### src/rtl/nco_pkg.sv
// nco_pkg: shared defaults and state encoding for the triangle NCO.
//   PHASE_W_DEF / ADDR_W_DEF / DATA_W_DEF / FRAC_W_DEF : default widths
//   nco_state_t : FSM encoding IDLE=0 .. OUT=4
package nco_pkg;

    localparam int PHASE_W_DEF = 24;
    localparam int ADDR_W_DEF  = 8;
    localparam int DATA_W_DEF  = 21;
    localparam int FRAC_W_DEF  = 8;

    typedef enum logic [2:0] {
        IDLE = 3'd0,
        READ = 3'd1,
        CAPT = 3'd2,
        MUL  = 3'd3,
        OUT  = 3'd4
    } nco_state_t;

endpackage

### src/rtl/nco_interp_mac.sv
// nco_interp_mac: registered linear interpolation y = a + floor(diff*frac / 2^FRAC_W).
//   clk, rst_n : clock, async active-low reset (y clears to 0)
//   ld         : load y this cycle
//   a          : base ROM word (signed, DATA_W)
//   diff       : b - a (signed, DATA_W+1)
//   frac       : unsigned interpolation fraction (FRAC_W)
//   y          : interpolated sample (DATA_W)
module nco_interp_mac #(
    parameter int DATA_W = 21,
    parameter int FRAC_W = 8
) (
    input  logic                     clk,
    input  logic                     rst_n,
    input  logic                     ld,
    input  logic signed [DATA_W-1:0] a,
    input  logic signed [DATA_W:0]   diff,
    input  logic        [FRAC_W-1:0] frac,
    output logic        [DATA_W-1:0] y
);

    // Full product width: (DATA_W+1) signed times (FRAC_W+1) signed.
    localparam int PW = DATA_W + FRAC_W + 2;

    logic signed [PW-1:0] diff_ext;
    logic signed [PW-1:0] frac_ext;
    logic signed [PW-1:0] a_ext;
    logic signed [PW-1:0] prod;
    logic signed [PW-1:0] sum;
    logic [PW-DATA_W-1:0] unused_hi;

    assign diff_ext = PW'(diff);
    assign frac_ext = PW'($signed({1'b0, frac}));
    assign a_ext    = PW'(a);
    assign prod     = diff_ext * frac_ext;
    // Arithmetic shift floors; result stays between a and b so the
    // upper bits are pure sign extension and can be dropped.
    assign sum       = a_ext + (prod >>> FRAC_W);
    assign unused_hi = sum[PW-1:DATA_W];

    always_ff @(posedge clk or negedge rst_n) begin
        if (!rst_n)  y <= '0;
        else if (ld) y <= sum[DATA_W-1:0];
    end

endmodule

### src/rtl/triangle_nco.sv
// triangle_nco: phase-accumulator NCO driving a dual-port registered triangle ROM,
// linearly interpolating between adjacent entries, with a valid/ready output.
//   clk, rst_n          : clock, async active-low reset
//   en, fcw, phase_sync : run enable, phase increment, phase reset request
//   lut_en*/addr*/dout* : ROM ports A (idx) and B (idx+1)
//   sample, sample_valid, sample_ready : output handshake
//   busy                : FSM not idle
// Build option: NCO_INTERP_EN enables interpolation (port B + MUL state);
// without it the sample is the raw port A word.
module triangle_nco
    import nco_pkg::*;
#(
    parameter int PHASE_W = PHASE_W_DEF,
    parameter int ADDR_W  = ADDR_W_DEF,
    parameter int DATA_W  = DATA_W_DEF,
    parameter int FRAC_W  = FRAC_W_DEF
) (
    input  logic               clk,
    input  logic               rst_n,
    input  logic               en,
    input  logic [PHASE_W-1:0] fcw,
    input  logic               phase_sync,
    output logic               lut_ena,
    output logic [ADDR_W-1:0]  lut_addra,
    input  logic [DATA_W-1:0]  lut_douta,
    output logic               lut_enb,
    output logic [ADDR_W-1:0]  lut_addrb,
    input  logic [DATA_W-1:0]  lut_doutb,
    output logic [DATA_W-1:0]  sample,
    output logic               sample_valid,
    input  logic               sample_ready,
    output logic               busy
);

    nco_state_t         state_q, state_d;
    logic [PHASE_W-1:0] phase_q;
    logic               sync_pending_q;
    logic [ADDR_W-1:0]  idx;
    logic               hs;

    assign idx = phase_q[PHASE_W-1 -: ADDR_W];
    assign hs  = (state_q == OUT) && sample_ready;

    always_ff @(posedge clk or negedge rst_n) begin
        if (!rst_n) state_q <= IDLE;
        else        state_q <= state_d;
    end

    always_comb begin
        state_d = state_q;
        case (state_q)
            IDLE: if (en) state_d = READ;
            READ: state_d = CAPT;
`ifdef NCO_INTERP_EN
            CAPT: state_d = MUL;
            MUL:  state_d = OUT;
`else
            CAPT: state_d = OUT;
`endif
            OUT:  if (sample_ready) state_d = en ? READ : IDLE;
            default: state_d = IDLE;
        endcase
    end

    // Phase only moves at the handshake (or a sync while idle), so it is
    // stable for the whole sample and fcw is effectively sampled there.
    always_ff @(posedge clk or negedge rst_n) begin
        if (!rst_n) begin
            phase_q        <= '0;
            sync_pending_q <= 1'b0;
        end else if (state_q == IDLE) begin
            if (phase_sync) phase_q <= '0;
        end else if (hs) begin
            phase_q        <= (sync_pending_q || phase_sync) ? '0 : phase_q + fcw;
            sync_pending_q <= 1'b0;
        end else if (phase_sync) begin
            sync_pending_q <= 1'b1;
        end
    end

    assign lut_ena      = (state_q == READ);
    assign lut_addra    = (state_q == READ) ? idx : '0;
    assign sample_valid = (state_q == OUT);
    assign busy         = (state_q != IDLE);

`ifdef NCO_INTERP_EN
    logic signed [DATA_W-1:0] a_q;
    logic signed [DATA_W:0]   diff_q;
    logic        [FRAC_W-1:0] frac_q;

    assign lut_enb   = (state_q == READ);
    assign lut_addrb = (state_q == READ) ? idx + ADDR_W'(1) : '0;

    always_ff @(posedge clk or negedge rst_n) begin
        if (!rst_n) begin
            a_q    <= '0;
            diff_q <= '0;
            frac_q <= '0;
        end else if (state_q == CAPT) begin
            a_q    <= lut_douta;
            diff_q <= {lut_doutb[DATA_W-1], lut_doutb} - {lut_douta[DATA_W-1], lut_douta};
            frac_q <= phase_q[PHASE_W-ADDR_W-1 -: FRAC_W];
        end
    end

    nco_interp_mac #(
        .DATA_W (DATA_W),
        .FRAC_W (FRAC_W)
    ) u_mac (
        .clk   (clk),
        .rst_n (rst_n),
        .ld    (state_q == MUL),
        .a     (a_q),
        .diff  (diff_q),
        .frac  (frac_q),
        .y     (sample)
    );
`else
    logic unused_doutb;

    assign lut_enb      = 1'b0;
    assign lut_addrb    = '0;
    assign unused_doutb = ^lut_doutb;

    always_ff @(posedge clk or negedge rst_n) begin
        if (!rst_n)                 sample <= '0;
        else if (state_q == CAPT)   sample <= lut_douta;
    end
`endif

endmodule
### config.mk
export PLATFORM = sky130hd
export DESIGN_NAME = triangle_nco
export DESIGN_NICKNAME = d
export VERILOG_FILES = /design/src/rtl/nco_pkg.sv /design/src/rtl/nco_interp_mac.sv /design/src/rtl/triangle_nco.sv
export SDC_FILE = /design/constraint.sdc
export NUM_CORES = 1
export LEC_CHECK = 0
export CAP_MARGIN = 20
export CORE_MARGIN = 3
export CORE_UTILIZATION = 41
export DETAILED_ROUTE_END_ITERATION = 10
export GPL_TIMING_DRIVEN = 0
export PLACE_DENSITY = 0.77
export SLEW_MARGIN = 20
export SYNTH_ARGS = -nofsm -noshare
export SYNTH_HDL_FRONTEND = slang
export SYNTH_HIERARCHICAL = 1
export SYNTH_SLANG_ARGS = --single-unit
### constraint.sdc
create_clock -name clk -period 2.4 [get_ports clk]
set_input_delay 0.72 -clock clk [delete_from_list [all_inputs] [get_ports clk]]
set_output_delay 0.72 -clock clk [all_outputs]
set_load 0.05 [all_outputs]
Word level (Yosys, flattened, before mapping). Cells that the tools add are included.

Flip-flop bits (word level): 49. Bits in latches: 0. Memory bits (writable): 0. Bits in read-only memories: 0. Input port bits: 71. Output and inout port bits: 41. Word-level logic and storage cells: 32. Memories: 0.

$add $sub $neg: 1. $mul: 0. Divide/modulo/power cells: 0. Order comparisons: 0. Eq/ne operators: 6. Shift-type cells: 0. Mux-type cells: 11. Bitwise gates (word level): 1. Reduce and logical (&&, ||, !) cells: 9.

Operators by type and width (count): $mux 24 (4); $add 24x24->24 (1); $pmux 3 s4 (1); $mux 8 (1); $mux 3 (2); $reduce_and 2->1 (3); $ne 2x2->1 const B (2); $reduce_bool 2->1 (2); $eq 3x1->1 const B (1); $eq 3x2->1 const B (1); $eq 3x3->1 const B (1); $logic_not 3->1 (1); $mux 1 (3); $reduce_bool 3->1 (1); $ne 2x1->1 const B (1); $logic_and 1x1->1 (1); $logic_or 1x1->1 (1); $not 1->1 (1).

Longest topological paths before layout. Gate-level depths: netlist of run 1.

Depth in word-level cells: 4. Depth in mapped cells: 9.

Worst setup path after synthesis of run 1. No wires, ideal clock.

Path type: reg-to-output. From: register state_q[1]. To: output port lut_addra[0]. Data arrival time: 2.441 ns. Data required time: 1.680 ns. Path slack: -0.761 ns. Cell stages (with the launch flop): 3. Cells stage by stage: dfrtp_1 nor3b_1 and2_1.

Word-level cells in the longest chain between the ends: 2.

Ends and longest elaborated chain: start: declaration (line triangle_nco.sv:35) `nco_state_t state_q, state_d;`; start signal: assignment (line triangle_nco.sv:46) `else state_q <= state_d;`; $eq 3x1->1; net lut_ena (line triangle_nco.sv:23) `output logic lut_ena,`; $mux 8 (line triangle_nco.sv:82) `assign lut_addra = (state_q == READ) ? idx : '0;`; end: declaration (line triangle_nco.sv:24) `output logic [ADDR_W-1:0] lut_addra,`.

The timed path passes the listed nets, and every way through them passes these cells.

Final worst setup path of run 1.
From: input port fcw[0]. To: register phase_q[22].

Word-level cells in the longest chain between the ends: 4.

Ends and longest elaborated chain: start: declaration (line triangle_nco.sv:21) `input logic [PHASE_W-1:0] fcw,`; $add 24x24->24 (line triangle_nco.sv:74) `phase_q <= (sync_pending_q || phase_sync) ? '0 : phase_q + fcw;`; $mux 24 (line triangle_nco.sv:74); $mux 24 (line triangle_nco.sv:73) `end else if (hs) begin`; $mux 24 (line triangle_nco.sv:71) `end else if (state_q == IDLE) begin`; end signal: assignment (line triangle_nco.sv:74); end: declaration (line triangle_nco.sv:36) `logic [PHASE_W-1:0] phase_q;`.

No other way between the ends. The select of a mux whose other input is x is not followed. A chain may end at the register's enable or synchronous reset.

==> flow_metrics.py, run 1 <==
metrics = {
    "run_status": {
        "outcome": "finished, violations left",
        "violations": "negative setup slack",
    },
    "placed_design": {
        "place_congestion": 0.867,
        "place_area_sq_um": 4080,
        "dpl.cell_count": 498,
        "portBuffers": 81,
        "dp_worst_setup_slack_ns": -0.841,
        "hpwl_um": 5730,
    },
    "detailed_routing": {
        "detail-route-antenna-nets": 0,
        "drt_first_pass_iters": 4,
        "vias_per_cell": 5.24,
        "avgRoutedWirePerCell_um": 15.8,
        "drc_errors": 0,
        "finalWirelength_um": 8490,
        "drt-initial-drc-count": 159,
        "vias": 2813,
    },
    "power": {
        "powerDensity_nw_per_um2": 845,
        "p_leak_uw": 0.00210,
        "irDropWorstVdd_mv": 0.962,
    },
    "cts": {
        "cts_hold_buffers": 0,
        "clock-sinks": 49,
        "clockBufferDepth": 2,
        "h-tree-depth": 2,
        "clock_latency_ns": 0.31,
        "root_buffer": "clkbuf_8",
        "clk_pin_slew_ns": 0.10,
        "numCtsBuffers": 5,
        "cts_tree": "built",
    },
    "timing": {
        "fin_ws_ns": -0.0275,
        "hold_ws_ns": 0.416,
        "hold_violations": 0,
        "final.setup.tns_ns": -0.0466,
        "min_period_ns": 2.43,
        "rsz0062_at_grt": "true",
        "finalSetupViolCount": 3,
        "slew_headroom_pct": 56.0,
        "finalCritPeriodShare_pct": 101,
        "fmaxAchievable_ghz": 0.412,
        "worst_slew_pin_slew_ns": 0.659,
        "slew_violations": 0,
        "skew_ns": 0.00976,
    },
    "floorplan": {
        "die_y_um": 92.4,
        "fp.dieW_um": 92.4,
        "io_pins": 112,
        "rows": 30,
        "design.core.area_sq_um": 7020,
        "start_util_pct": 43.6,
        "dieArea_sq_um": 8530,
    },
    "yosys": {
        "synth_cell_types": 39,
        "synth_flop_cell": "dfrtp_1",
        "synth_edf_count": 0,
        "yosys.area.top_type": "dfrtp_1",
        "synth_commonest_cells": "49 x dfrtp_1, 41 x nand2_1, 31 x o21ai_0, 28 x a21oi_1, 23 x ha_1",
        "ys_ff_latch": 49,
        "synth_top_area_share_pct": 40.1,
        "ys_top_cells_by_area": "dfrtp_1 40%, ha_1 9.4%, mux2_2 7.7%, o21ai_0 5.1%, nand2_1 5.0%",
        "yosysMostFrequentCell": "dfrtp_1",
        "async_flop_share_pct": 100,
        "yosys_warnings": 6,
        "synth_area_sq_um": 3060,
        "syn_inst": 313,
        "avgSynthCellArea_sq_um": 9.77,
        "seq_area_frac_synth_pct": 40.1,
    },
    "finish": {
        "drive_above_1_share_pct": 34.0,
        "antenna_cells": 0,
        "syn_to_final_growth_pct": 56.1,
        "nNetsFinal": 535,
        "post-route-cell-area_sq_um": 4770,
        "fillers": 553,
        "stdcell_count": 537,
    },
    "grt": {
        "grt_pass1_vias": 2898,
        "grt_max_degree": 50,
        "grt_overflow": 0,
        "grtUsageTotal_pct": 19.6,
        "antenna_found_initial": 0,
        "grt_pass1_wl_um": 13500,
    },
    "job": {
        "maxCapViolations": 0,
    },
    "worst_hold_path": {
        "holdCritPathClass": "in -> async",
    },
    "setup_path": {
        "start_kind": "primary input",
        "setup.worst_path.class": "in -> reg",
        "crit_arrival_ns": 2.61,
        "cp_max_fo": 3,
        "worstSetupEndpointType": "flip-flop",
        "required_ns": 2.58,
    },
}
## flip-flops by register name, summed over array words and instances, names as in the netlist
signal	flops
phase_q	24
state_q	3
sync_pending_q	1
sample	21
## stage by stage
| step | utilization (%) | power (uW) |
|---|---|---|
| 6_report | 68.0 | 4030 |
| 5_1_grt | 68.0 | 4240 |
| 4_1_cts | 66.4 | 4020 |
| 3_3_place_gp | 58.2 | 3230 |
| 2_1_floorplan | - | 2580 |
| 3_5_place_dp | 58.1 | 3280 |
## area by class of cell
type / instances / area [sq um] / area share (%)
multi-input combinational: 247 / 2180 / 45.7
tap: 96 / 120 / 2.52
sequential: 49 / 1230 / 25.7
clock inverter: 3 / 43.8 / 0.917
inverter: 7 / 26.3 / 0.550
buffer: 16 / 104 / 2.18
clock buffer: 5 / 68.8 / 1.44
timing repair buffer: 114 / 1000 / 21.0
## path summary, 6_finish.rpt
check	start	endpoint	slack, ns	depth (start not counted)
worst max-delay path	fcw[0]	phase_q[22]	-0.03	10
min in group clk	sample[18]	sample[18]	0.51	1
worst min-delay path	rst_n	phase_q[12]	0.42	1
worst min register to register	sample[18]	sample[18]	0.51	1
max in group asynchronous	rst_n	phase_q[20]	1.52	1
worst max register to register	phase_q[0]	phase_q[22]	0.03	9
## cells in the final DEF, fill, tap and decap left out, types with 12 or more instances in the layout
cell type / instances
dfrtp_1: 49
a21oi_1: 17
xnor2_1: 12
mux2_2: 21
clkdlybuf4s50_1: 49
ha_4: 22
o21ai_0: 20
nand2_1: 36
buf_4: 43
## cells by family (layout without fill, tap and decap cells)
family,Yosys count,in the layout,synth area share (%)
other,1,9,0.123
and+or+nand+nor,75,75,11.7
DFF,49,49,40.1
adders and majority gates,24,24,10.1
buffers and inverters,25,145,4.17
xor gates and xnor gates,21,21,6.01
AOI/OAI and AO/OA,96,96,19.7
muxes,22,22,8.06
## critical path, cell delays in order
cell,delay (ns)
buf_6,0.09
ha_4,0.15
fa_2,0.34
a21o_1,0.19
a221o_1,0.34
nor3b_4,0.17
o21a_2,0.23
a21oi_2,0.14
xor2_1,0.16
o21ai_1,0.08
## metal layers
metal / vias to the layer above / track usage (%) / part of all wire, %
li1: 1369 / - / -
met1: 1348 / 22.5 / 42
met2: 90 / 34.8 / 50
met3: 6 / 6.66 / 7.3
met4: 0 / 4.95 / 0.89
met5: - / 0 / 0
## what timing repair did
| item | CTS | global route |
|---|---|---|
| setup buffers | 24 | 9 |
| endpoints found under the setup margin | 24 | 20 |
| gates resized for setup | 110 | 41 |
| pin swaps | 33 | 21 |
| hold endpoints to repair | 0 | 0 |
## power by group
part	switching, uW	total (uW)	internal (uW)
clock	318	631	313
combinational	1320	2200	880
sequential	150	1200	1050
total	1780	4030	2250
No activity file was read; power rests on OpenSTA's default activity.
==> run 2: changes to the inputs <==
- CORE_ASPECT_RATIO: not set -> 1.75
==> flow_metrics.py, run 2 (synthesized netlist as in run 1, its figures left out) <==
metrics = {
    "setup_path": {
        "path_delay_family": "compound AO/OA/AOI/OAI gates",
        "worstSetupEndpointType": "flip-flop",
        "critPathSlowestCell": "fa_2",
        "critPathMaxStageDelay_ns": 0.37,
        "path_buf_inv": 1,
        "cp_max_fo": 3,
        "required_ns": 2.56,
        "crit_arrival_ns": 2.65,
        "start_kind": "primary input",
        "setup.worst_path.class": "in -> reg",
        "cp_cell_sequence": "buf_6 -> ha_4 -> fa_2 -> a21o_1 -> a221o_1 -> nor3b_4 -> o21a_2 -> a21oi_2 -> xor2_1 -> o21ai_1",
    },
    "finish": {
        "fillers": 561,
        "final_core_util_pct": 65.0,
        "drive_above_1_share_pct": 32.8,
        "reg_top3": "phase_q x24, sample x21, state_q x3",
        "largest_register_ffs": 24,
        "mostFrequentLayoutCells": "54 x clkdlybuf4s50_1, 49 x dfrtp_1, 38 x nand2_1, 38 x buf_4",
        "top_register": "phase_q",
        "layout.cells.most_common": "clkdlybuf4s50_1",
        "antenna_cells": 0,
        "post-route-cell-area_sq_um": 4700,
        "syn_to_final_growth_pct": 53.8,
        "nNetsFinal": 531,
    },
    "grt": {
        "grtUsageTotal_pct": 19.8,
        "grt_pass1_wl_um": 13700,
        "grt_max_degree": 50,
        "grt_pass1_vias": 3094,
        "antenna_found_initial": 0,
        "grt_overflow": 0,
    },
    "detailed_routing": {
        "vias": 2823,
        "avgRoutedWirePerCell_um": 15.7,
        "finalWirelength_um": 8180,
        "drc_errors": 0,
        "drt-initial-drc-count": 134,
        "drt_first_pass_iters": 4,
        "vias_per_cell": 5.41,
        "detail-route-antenna-nets": 0,
    },
    "power": {
        "irDropWorstVdd_mv": 0.873,
        "p_leak_uw": 0.00204,
        "total_power_uw": 4080,
        "powerDensity_nw_per_um2": 868,
    },
    "timing": {
        "fmaxAchievable_ghz": 0.402,
        "finalSetupViolCount": 5,
        "min_period_ns": 2.49,
        "slew_headroom_pct": 56.6,
        "rsz0062_at_grt": "true",
        "fin_ws_ns": -0.0866,
        "hold_violations": 0,
        "skew_ns": 0.00917,
        "slew_violations": 0,
        "finalCritPeriodShare_pct": 104,
        "hold_ws_ns": 0.456,
        "worst_slew_pin_slew_ns": 0.651,
    },
    "cts": {
        "clk_pin_slew_ns": 0.07,
        "cts_hold_buffers": 0,
        "clockBufferDepth": 2,
        "h-tree-depth": 2,
        "numCtsBuffers": 5,
        "clock-sinks": 49,
        "clock_latency_ns": 0.30,
        "root_buffer": "clkbuf_16",
        "cts_tree": "built",
    },
    "floorplan": {
        "design.core.area_sq_um": 7230,
        "dieArea_sq_um": 8570,
        "start_util_pct": 42.3,
        "fp.dieW_um": 71.3,
        "rows": 41,
        "die_y_um": 120,
        "io_pins": 112,
    },
    "placed_design": {
        "dp_worst_setup_slack_ns": -0.824,
        "place_congestion": 0.843,
        "place_area_sq_um": 4070,
        "hpwl_um": 5550,
        "portBuffers": 81,
    },
    "run_status": {
        "outcome": "finished, violations left",
        "violations": "negative setup slack",
    },
    "worst_hold_path": {
        "holdCritPathClass": "in -> async",
    },
    "job": {
        "maxCapViolations": 0,
    },
}
## run 2: metal layers
metal	global-route usage (%)	vias to the layer above	wire length, um
li1	-	1345	-
met1	20.0	1361	3040
met2	36.8	103	4450
met3	4.83	14	486
met4	9.18	0	211
met5	0	-	0
## run 2: path summary, 6_finish.rpt
kind	depth (start not counted)	startpoint	slack, ns	to
min reg2reg	1	sample[9]	0.50	sample[9]
max in group asynchronous	1	rst_n	1.51	state_q[2]
min in group clk	1	sample[9]	0.50	sample[9]
max reg2reg	9	phase_q[0]	-0.01	phase_q[18]
min	1	rst_n	0.46	phase_q[8]
max	10	fcw[0]	-0.09	phase_q[18]
## run 2: per-stage QoR
stage / cells / setup TNS [ns]
2_1_floorplan: 321 / -0.547
3_3_place_gp: 488 / -56.15
3_5_place_dp: 488 / -11.17
4_1_cts: 517 / -0.578
5_1_grt: 522 / -0.780
6_report: 522 / -0.291
## run 2: layout make-up
type	count	area (sq um)	area share (%)
multi-input cells	247	2140	45.5
inverters	7	26.3	0.559
clock buffers	6	129	2.74
plain buffers	16	104	2.21
clock inverters	1	8.76	0.186
flip-flops and latches	49	1230	26.1
well taps	86	108	2.29
repair buffers	110	960	20.4
## run 2: timing repair
action | in CTS | in global routing
resized for setup | 113 | 31
setup endpoints to repair | 24 | 22
setup buffers | 24 | 6
hold endpoints to repair | 0 | 0
pin swaps | 40 | 12
## run 2: worst register-to-register path: stages (launching register included)
cell and delay [ns]:
dfrtp_1 0.41, ha_4 0.18, fa_2 0.37, a21o_1 0.18, a221o_1 0.34, nor3b_4 0.19
o21a_2 0.23, a21oi_2 0.15, xor2_1 0.15, o21ai_1 0.07
## run 2: power by group
group | switching (uW) | total (uW) | internal, uW
Sequential | 150 | 1210 | 1060
Clock | 317 | 701 | 384
Combinational | 1300 | 2180 | 874
